## src/rtl/fetch_pkg.sv

```systemverilog
// ---------------------------------------------------------------------------
// fetch_pkg
// Shared definitions for the instruction-fetch stage.
//   fetch_state_e : fetch controller states (IDLE, REQ, ERR)
//   INST_W        : instruction / address width
//   PC_STEP       : PC increment for a completed fetch
//   pcAligned()   : true when the low PC bits address a word boundary
// ---------------------------------------------------------------------------
package fetch_pkg;

  localparam int INST_W = 32;
  localparam logic [INST_W-1:0] PC_STEP = 32'd4;

  typedef enum logic [1:0] {
    IDLE = 2'd0,
    REQ  = 2'd1,
    ERR  = 2'd2
  } fetch_state_e;

  // Only the two low bits matter for word alignment.
  function automatic logic pcAligned(input logic [1:0] pcLow);
    return (pcLow == 2'b00);
  endfunction

endpackage

```

## src/rtl/fetch_timeout_counter.sv

```systemverilog
// ---------------------------------------------------------------------------
// fetch_timeout_counter
// Counts consecutive unacknowledged instruction-memory request cycles.
//   clk     in  : clock, rising edge
//   rstd    in  : synchronous active-high reset
//   inc     in  : a request was outstanding and not acknowledged this cycle
//   clr     in  : restart the wait (ack, redirect or backpressure)
//   expired out : the count reaches TIMEOUT_CYCLES at the coming edge
// ---------------------------------------------------------------------------
module fetch_timeout_counter
  import fetch_pkg::*;
#(
  parameter int unsigned TIMEOUT_CYCLES = 15
) (
  input  logic clk,
  input  logic rstd,
  input  logic inc,
  input  logic clr,
  output logic expired
);

  localparam logic [7:0] LIMIT = 8'(TIMEOUT_CYCLES);

  logic [7:0] count_q;
  logic [7:0] count_d;

  // Next count: clearing wins over counting, and the count saturates at
  // the limit so it cannot wrap back to zero while the stage is stuck.
  always_comb begin
    count_d = count_q;
    if (clr) begin
      count_d = '0;
    end else if (inc && (count_q != LIMIT)) begin
      count_d = count_q + 8'd1;
    end
  end

  // Count register.
  always_ff @(posedge clk) begin
    if (rstd) begin
      count_q <= '0;
    end else begin
      count_q <= count_d;
    end
  end

  // Looking at the next value makes the error land exactly one edge after
  // the TIMEOUT_CYCLES-th unacknowledged request cycle.
  assign expired = (count_d == LIMIT);

endmodule

```

## src/rtl/inst_fetch.sv

```systemverilog
// ---------------------------------------------------------------------------
// inst_fetch
// Instruction-fetch stage between the PC register and decode. Requests the
// word at pc, buffers the returned word with its PC under valid/ready, and
// returns the PC register's next value every cycle.
//   clk             in  : clock, rising edge
//   rstd            in  : synchronous active-high reset
//   pc              in  : current PC from the PC register
//   nextpc          out : next PC (pc on stall, pc+4 on fetch, target on redirect)
//   imem_req        out : instruction-memory read request
//   imem_addr       out : read address (always pc)
//   imem_ack        in  : read complete, meaningful while imem_req is high
//   imem_rdata      in  : instruction word returned with imem_ack
//   redirect_valid  in  : taken branch / jump from a later stage
//   redirect_target in  : redirect PC
//   inst_valid      out : buffered instruction available to decode
//   inst_ready      in  : decode accepts the buffered instruction
//   inst_data       out : buffered instruction word
//   inst_pc         out : PC of inst_data
//   fetch_error     out : sticky misalignment / timeout error
// ---------------------------------------------------------------------------
module inst_fetch
  import fetch_pkg::*;
#(
  parameter int unsigned TIMEOUT_CYCLES = 15
) (
  input  logic              clk,
  input  logic              rstd,
  input  logic [INST_W-1:0] pc,
  output logic [INST_W-1:0] nextpc,
  output logic              imem_req,
  output logic [INST_W-1:0] imem_addr,
  input  logic              imem_ack,
  input  logic [INST_W-1:0] imem_rdata,
  input  logic              redirect_valid,
  input  logic [INST_W-1:0] redirect_target,
  output logic              inst_valid,
  input  logic              inst_ready,
  output logic [INST_W-1:0] inst_data,
  output logic [INST_W-1:0] inst_pc,
  output logic              fetch_error
);

  fetch_state_e state_q;
  fetch_state_e state_d;

  logic              instValid_q;
  logic              instValid_d;
  logic [INST_W-1:0] instData_q;
  logic [INST_W-1:0] instData_d;
  logic [INST_W-1:0] instPc_q;
  logic [INST_W-1:0] instPc_d;

  logic fetching;
  logic canLoad;
  logic aligned;
  logic fetchFire;
  logic flush;
  logic waitInc;
  logic waitClr;
  logic timeoutHit;

  // Requests are also held off while rstd is high so the memory never sees
  // a request during the reset cycle itself.
  assign fetching  = (state_q == REQ) && !rstd;
  assign canLoad   = !instValid_q || inst_ready;
  assign aligned   = pcAligned(pc[1:0]);
  assign imem_req  = fetching && canLoad && !redirect_valid && aligned;
  assign imem_addr = pc;
  assign fetchFire = imem_req && imem_ack;
  assign flush     = redirect_valid && (state_q != ERR);

  assign waitInc = imem_req && !imem_ack;
  assign waitClr = imem_ack || redirect_valid || !canLoad;

  fetch_timeout_counter #(
    .TIMEOUT_CYCLES(TIMEOUT_CYCLES)
  ) u_timeout (
    .clk    (clk),
    .rstd   (rstd),
    .inc    (waitInc),
    .clr    (waitClr),
    .expired(timeoutHit)
  );

  // State register.
  always_ff @(posedge clk) begin
    if (rstd) begin
      state_q <= IDLE;
    end else begin
      state_q <= state_d;
    end
  end

  // Controller: one settling cycle after reset, then fetch until a
  // misaligned PC or a timeout parks the stage in ERR until reset.
  always_comb begin
    state_d = state_q;
    case (state_q)
      IDLE: state_d = REQ;
      REQ: begin
        if (!aligned || timeoutHit) begin
          state_d = ERR;
        end
      end
      ERR:     state_d = ERR;
      default: state_d = IDLE;
    endcase
  end

  // Next PC: the PC register loads every clock, so holding means echoing pc.
  // A redirect wins over a same-cycle ack, dropping that fetched word.
  always_comb begin
    nextpc = pc;
    if (fetching) begin
      if (redirect_valid) begin
        nextpc = redirect_target;
      end else if (fetchFire) begin
        nextpc = pc + PC_STEP;
      end
    end
  end

  // Decode buffer: a flush beats a load, and a load beats a plain drain,
  // so accept-and-load in one cycle keeps the buffer valid with the new word.
  always_comb begin
    instValid_d = instValid_q;
    instData_d  = instData_q;
    instPc_d    = instPc_q;
    if (flush) begin
      instValid_d = 1'b0;
    end else if (fetchFire) begin
      instValid_d = 1'b1;
      instData_d  = imem_rdata;
      instPc_d    = pc;
    end else if (inst_ready) begin
      instValid_d = 1'b0;
    end
  end

  // Buffer registers.
  always_ff @(posedge clk) begin
    if (rstd) begin
      instValid_q <= 1'b0;
      instData_q  <= '0;
      instPc_q    <= '0;
    end else begin
      instValid_q <= instValid_d;
      instData_q  <= instData_d;
      instPc_q    <= instPc_d;
    end
  end

  assign inst_valid  = instValid_q;
  assign inst_data   = instData_q;
  assign inst_pc     = instPc_q;
  assign fetch_error = (state_q == ERR);

endmodule

```

## config.mk

```make
export PLATFORM = sky130hd
export DESIGN_NAME = inst_fetch
export DESIGN_NICKNAME = d
export VERILOG_FILES = /design/src/rtl/fetch_pkg.sv /design/src/rtl/fetch_timeout_counter.sv /design/src/rtl/inst_fetch.sv
export SDC_FILE = /design/constraint.sdc
export NUM_CORES = 1
export LEC_CHECK = 0
export ABC_AREA = 1
export BUFFER_PORTS_ARGS = -buffer_cell sky130_fd_sc_hd__buf_2
export CAP_MARGIN = 20
export CELL_PAD_IN_SITES_DETAIL_PLACEMENT = 1
export CELL_PAD_IN_SITES_GLOBAL_PLACEMENT = 1
export CORE_MARGIN = 5
export CORE_UTILIZATION = 33
export DETAILED_ROUTE_END_ITERATION = 8
export MAX_ROUTING_LAYER = met4
export PLACE_DENSITY = 0.87
export REMOVE_ABC_BUFFERS = 1
export SLEW_MARGIN = 20
export SYNTH_ARGS = -nofsm -noshare
export SYNTH_HDL_FRONTEND = slang
export SYNTH_SLANG_ARGS = --single-unit
```

## constraint.sdc

```tcl
create_clock -name clk -period 3.1 [get_ports clk]
set_input_delay 0.62 -clock clk [delete_from_list [all_inputs] [get_ports clk]]
set_output_delay 0.62 -clock clk [all_outputs]
set_load 0.01 [all_outputs]
```

# Yosys cells after proc, flatten, opt, wreduce, memory -nomap -nowiden
# Cells that the tools add are included.
# totals
register_bits	75
input_bits	101
output_inout_bits	131
# classes
mux	9
bitwise	1
eq_ne	6
reduce_logical	23
n_addsub	2
# op_table
operator	n
$mux 32	3
$add 32x3->32 const B	1
$mux 8	2
$add 8x1->8 const B	1
$eq 8x4->1 const B	1
$logic_and 1x1->1	8
$ne 8x4->1 const B	1
$logic_not 1->1	6
$pmux 2 s3	1
$logic_not 2->1	2
$logic_or 1x1->1	4
$eq 2x1->1 const B	1
$eq 2x2->1 const B	1
$mux 1	2
$mux 2	1
$ne 2x1->1 const B	1
$ne 2x2->1 const B	1
$reduce_and 2->1	1
$reduce_bool 2->1	1
$reduce_or 2->1	1
$not 1->1	1

# Logic depth before layout (Yosys ltp)
# logic_depth
depth_word	13
mapped_depth	16
ltp_nobuf	16

# Cells and area by module
# From an unflattened synthesis, not the netlist that was laid out.
# hier_totals
cells_unflattened	773
area_unflattened_um2	4760.8
# modules_own_cells
mod	seq_area_each_um2	cells_per_inst	area_per_inst_um2	instances
inst_fetch	1341.3	692	4232.8	1
fetch_timeout_counter	160.2	81	528.0	1

# Least setup slack after synthesis
# OpenSTA, ideal clock, no wires.
# synth_path
path_type	input -> output
start	input redirect_valid
end	output nextpc[14]
arrival_time_ns	1.860
slack_ns	0.620
stages	10
cell_sequence	buf_6 clkinv_2 nand2_4 nor3_4 buf_4 nand3_2 nor2_1 xor2_1 nor2_1 o22ai_1
# synth_via
elab_chain_len	7
# synth_lines
item	line	rtl
start: declaration	inst_fetch.sv:35	input logic redirect_valid,
$logic_not 1->1	inst_fetch.sv:68	assign imem_req = fetching && canLoad && !redirect_valid && aligned;
$logic_and 1x1->1 (2 in series)	inst_fetch.sv:68	
$logic_and 1x1->1	inst_fetch.sv:70	assign fetchFire = imem_req && imem_ack;
$mux 32	inst_fetch.sv:118	end else if (fetchFire) begin
$mux 32 (*)	inst_fetch.sv:116	if (redirect_valid) begin
$mux 32 (*)	inst_fetch.sv:115	if (fetching) begin
end: declaration	inst_fetch.sv:30	output logic [INST_W-1:0] nextpc,
# Mark *: on every way between the ends. The rest lies on a longest branch, timed or not.

# Worst setup path in the final report
# layout_path
start	register state_q[1]
end	output nextpc[23]
# layout_via
elab_chain_len	9
# layout_lines
item	line	rtl
start: declaration	inst_fetch.sv:44	fetch_state_e state_q;
start signal: assignment	inst_fetch.sv:91	state_q <= state_d;
$eq 2x1->1 (*)	inst_fetch.sv:65	assign fetching = (state_q == REQ) && !rstd;
$logic_and 1x1->1 (*)	inst_fetch.sv:65	
$logic_and 1x1->1 (3 in series)	inst_fetch.sv:68	
$logic_and 1x1->1	inst_fetch.sv:70	
$mux 32	inst_fetch.sv:118	
$mux 32	inst_fetch.sv:116	
$mux 32 (*)	inst_fetch.sv:115	
# Marks and branches as above.

==> impl_metrics.csv <==
group,metric,value,unit
clock_tree,cts.sinks,75,
global_route,grt_max_degree,56,
drt,via_per_inst,4.96,
cells_and_area,drive_gt1_frac,0.327,
critical_path,crit_family,"simple AND/OR/NAND/NOR gates",
worst_hold_path,hold_class,"flop to flop",
floorplan,row_count,43,
drt,drtIter0Drc,295,
cells_and_area,final_nets,1050,
power_and_ir_drop,power_frac_clock,0.421,
sta,setup_slack,91.8,ps
global_route,first_global_vias,5750,
floorplan,dieHeight,130,um
status,status,"finished, final reports clean",
sta,slew_headroom,0.590,
floorplan,io_pins,232,
sta,max_freq,332,MHz
job,max_cap_violations,0,
synthesis,synth_top_area_share,0.317,
synthesis,yosysSeqAreaShare,0.317,
power_and_ir_drop,swShare,0.303,
floorplan,start_util,0.338,
synthesis,async_reset_ff_frac,0,
sta,rsz0062_at_grt,"yes",
synthesis,yosysWarnings,0,
critical_path,r2r_setup_slack,990,ps
critical_path,startpoint_type,"flop",
drt,drt.antenna.violating_nets,0,
critical_path,cp.arrival,2390,ps
critical_path,critical-path-max-stage-delay,330,ps
critical_path,worst-path-buf-inv,4,
cells_and_area,nFillCells,1924,
clock_tree,cts_tree,"yes",
power_and_ir_drop,p_int,1.95,mW
global_route,grt_util_met3,0.0377,
critical_path,path_cells,"inv_2 > ha_4 > inv_2 > nor2_4 > nand2_4 > nor2_4 > nand2_8 > nor3_4 > buf_4 > nand4_1 > xor2_1 > nand2_1 > nand3_1 > buf_2",
power_and_ir_drop,total_power,2.80,mW
power_and_ir_drop,pwr-share-comb,0.224,
floorplan,coreArea,14000,um2
placed_design,routabilityCongestion,0.901,
synthesis,yosys-top-cells-count,"218 x nand2_1, 84 x nor2_1, 75 x dfxtp_1",
synthesis,synthTopCellsByArea,"dfxtp_1 32%, nand2_1 17%, a21oi_1 7.7%, nor2_1 6.7%, buf_4 5.6%",
synthesis,ys_seq_elements,75,
power_and_ir_drop,switchingPower,847,uW
drt,totalWireLength,19.2,mm
synthesis,ys.flop_type,"dfxtp_1",
sta,setup_tns,0,ps
synthesis,synth-edff-count,0,
synthesis,synth.most_common_cell,"nand2_1",
placed_design,port_buffers,231,
drt,drt-pass1-iter-count,4,
drt,dr_total_vias,5600,
placed_design,placed_area,5880,um2
clock_tree,cts_buffers,9,
floorplan,fp.dieW,130,um
power_and_ir_drop,ir_worst_vdd,0.262,mV
sta,worstMarginPinSlew,615,ps
sta,report.final.slew_viol_count,0,
critical_path,required,2480,ps
global_route,grt_use_met2,0.382,
clock_tree,path_clk_slew,60,ps
clock_tree,cts-root-buf,"clkbuf_16",
critical_path,critPathMaxFanout,8,
global_route,grt_pass1_wl,29.6,mm
sta,setup_viol_count_final,0,
clock_tree,htreeDepth,3,
power_and_ir_drop,p_leak,3.04,nW
critical_path,cp-end-kind,"output port",
sta,period_share,0.970,
synthesis,synthCells,740,
power_and_ir_drop,pwr-share-seq,0.355,
global_route,grt_busiest_layer,"met2",
power_and_ir_drop,p_per_area,442,nW/um2
clock_tree,cts_hold_buf,0,
cells_and_area,area_growth,33.8,%
clock_tree,clock_latency,350,ps
critical_path,critPathKind,"flop to output port",
critical_path,slowest_stage,"dfxtp_2",
global_route,grtUsageTotal,0.231,
placed_design,pre_cts_slack,118,ps
synthesis,synthDistinctLibCells,40,
placed_design,hpwlAfterDp,14.5,mm
global_route,grt_use_met1,0.282,
synthesis,syn_area,4730,um2
global_route,antenna_found_initial,1,
sta,skew,4.54,ps
global_route,grt_overflow,0,
clock_tree,cts_max_path_buffers,2,
synthesis,synth_area_leader_cell,"dfxtp_1",
sta,hold_viol,0,
sta,period_needed,3010,ps
drt,drc,0,
floorplan,dieArea,16800,um2
drt,wire_per_inst,17.0,um
cells_and_area,postLayoutCellArea,6330,um2
synthesis,avgSynthCellArea,6.39,um2
final timing paths:
check	from	endpoint	cells after the start
setup / recovery	state_q[1]	nextpc[23]	14
hold / removal	inst_pc[1]	inst_pc[1]	2
setup reg to reg	u_timeout.count_q[0]	state_q[0]	12
hold reg to reg	inst_pc[1]	inst_pc[1]	2
cell type report:
cell class              count  area (um2)  area share
multi-input cells         545        2660       0.420
flip-flops and latches     75        1500       0.238
repair buffers            262        1420       0.224
clock buffers              11         243      0.0384
well taps                 180         225      0.0356
inverters                  51         194      0.0307
clock inverters             5        86.3      0.0136
diodes                      1        2.50    0.000396
per-layer routing:
metal	vias up	share of wire
li1	2765	-
met1	2643	0.43
met3	28	0.059
met4	0	0.022
met2	164	0.49
met5	-	0
sequential cells by signal, indices dropped and copies added (netlist names):
signal,count
inst_data,32
inst_pc,32
inst_valid,1
state_q,2
u_timeout.count_q,8
stage by stage:
step	utilization	hold WS, ps	std cells
final	0.452	440	1130
after global routing	0.452	467	1130
after CTS	0.448	442	1124
after detailed placement	0.420	431	1105
after global placement	0.420	424	1105
after floorplan	-	464	671
power groups by stage:
stage	clock network [mW]	logic [mW]	registers, mW
final	1.18	0.627	0.994
after detailed placement	0	0.607	1.01
after global routing	1.24	0.686	0.995
after CTS	1.20	0.630	0.993
after floorplan	0	0.271	1.01
after global placement	0	0.593	1.01
worst register-to-register path, cell delays in order, from the launching register on:
cell     delay (ps)
dfxtp_1         420
ha_1            270
nand2_2          80
nor2_1          120
nand3_2         170
nand2_1         170
nand3_1         110
nand2_1          80
nand2_1          50
nor2_1          140
nand3_2         140
a21oi_1         180
nor2_1           60
cell families after synthesis:
logic type      Yosys count  synth area share
buf+inv                 120             0.129
simple gates            383             0.351
mux                       1           0.00212
xor+xnor                 18            0.0333
flops                    75             0.317
fa+ha+maj                 5            0.0132
compound gates          138             0.155
repair_timing:
action | 4_1_cts | 5_1_grt
endpoints found under the hold margin | 0 | 0
endpoints found under the setup margin | 6 | 8
resized for setup | 7 | 4
pin swaps | 5 | 8
buffers inserted | 3 | 5
cells in the final DEF, fill, tap and decap left out, types with 2 or more instances in the layout:
master,synthesis,final
buf_2,12,232
nand2_1,218,218
nor2_1,84,82
a21oi_1,73,73
dfxtp_1,75,73
inv_1,47,46
o21ai_0,39,39
nand3_1,33,33
buf_4,35,27
xor2_1,14,14
nand4_1,12,12
nor3_1,11,11
clkbuf_16,0,9
o22ai_1,7,7
o21ai_1,6,6
o211ai_1,6,6
nor2_4,4,5
nor2_2,4,5
nand2_2,5,4
xnor2_1,4,4
ha_1,5,4
inv_2,2,3
nand2_4,3,3
nand3_2,3,3
clkinv_4,0,3
clkinv_2,2,2
nor3_4,2,2
a31oi_1,2,2
bufinv_16,0,2
buf_12,0,2
dfxtp_2,0,2
No activity file was read; power rests on OpenSTA's default activity.
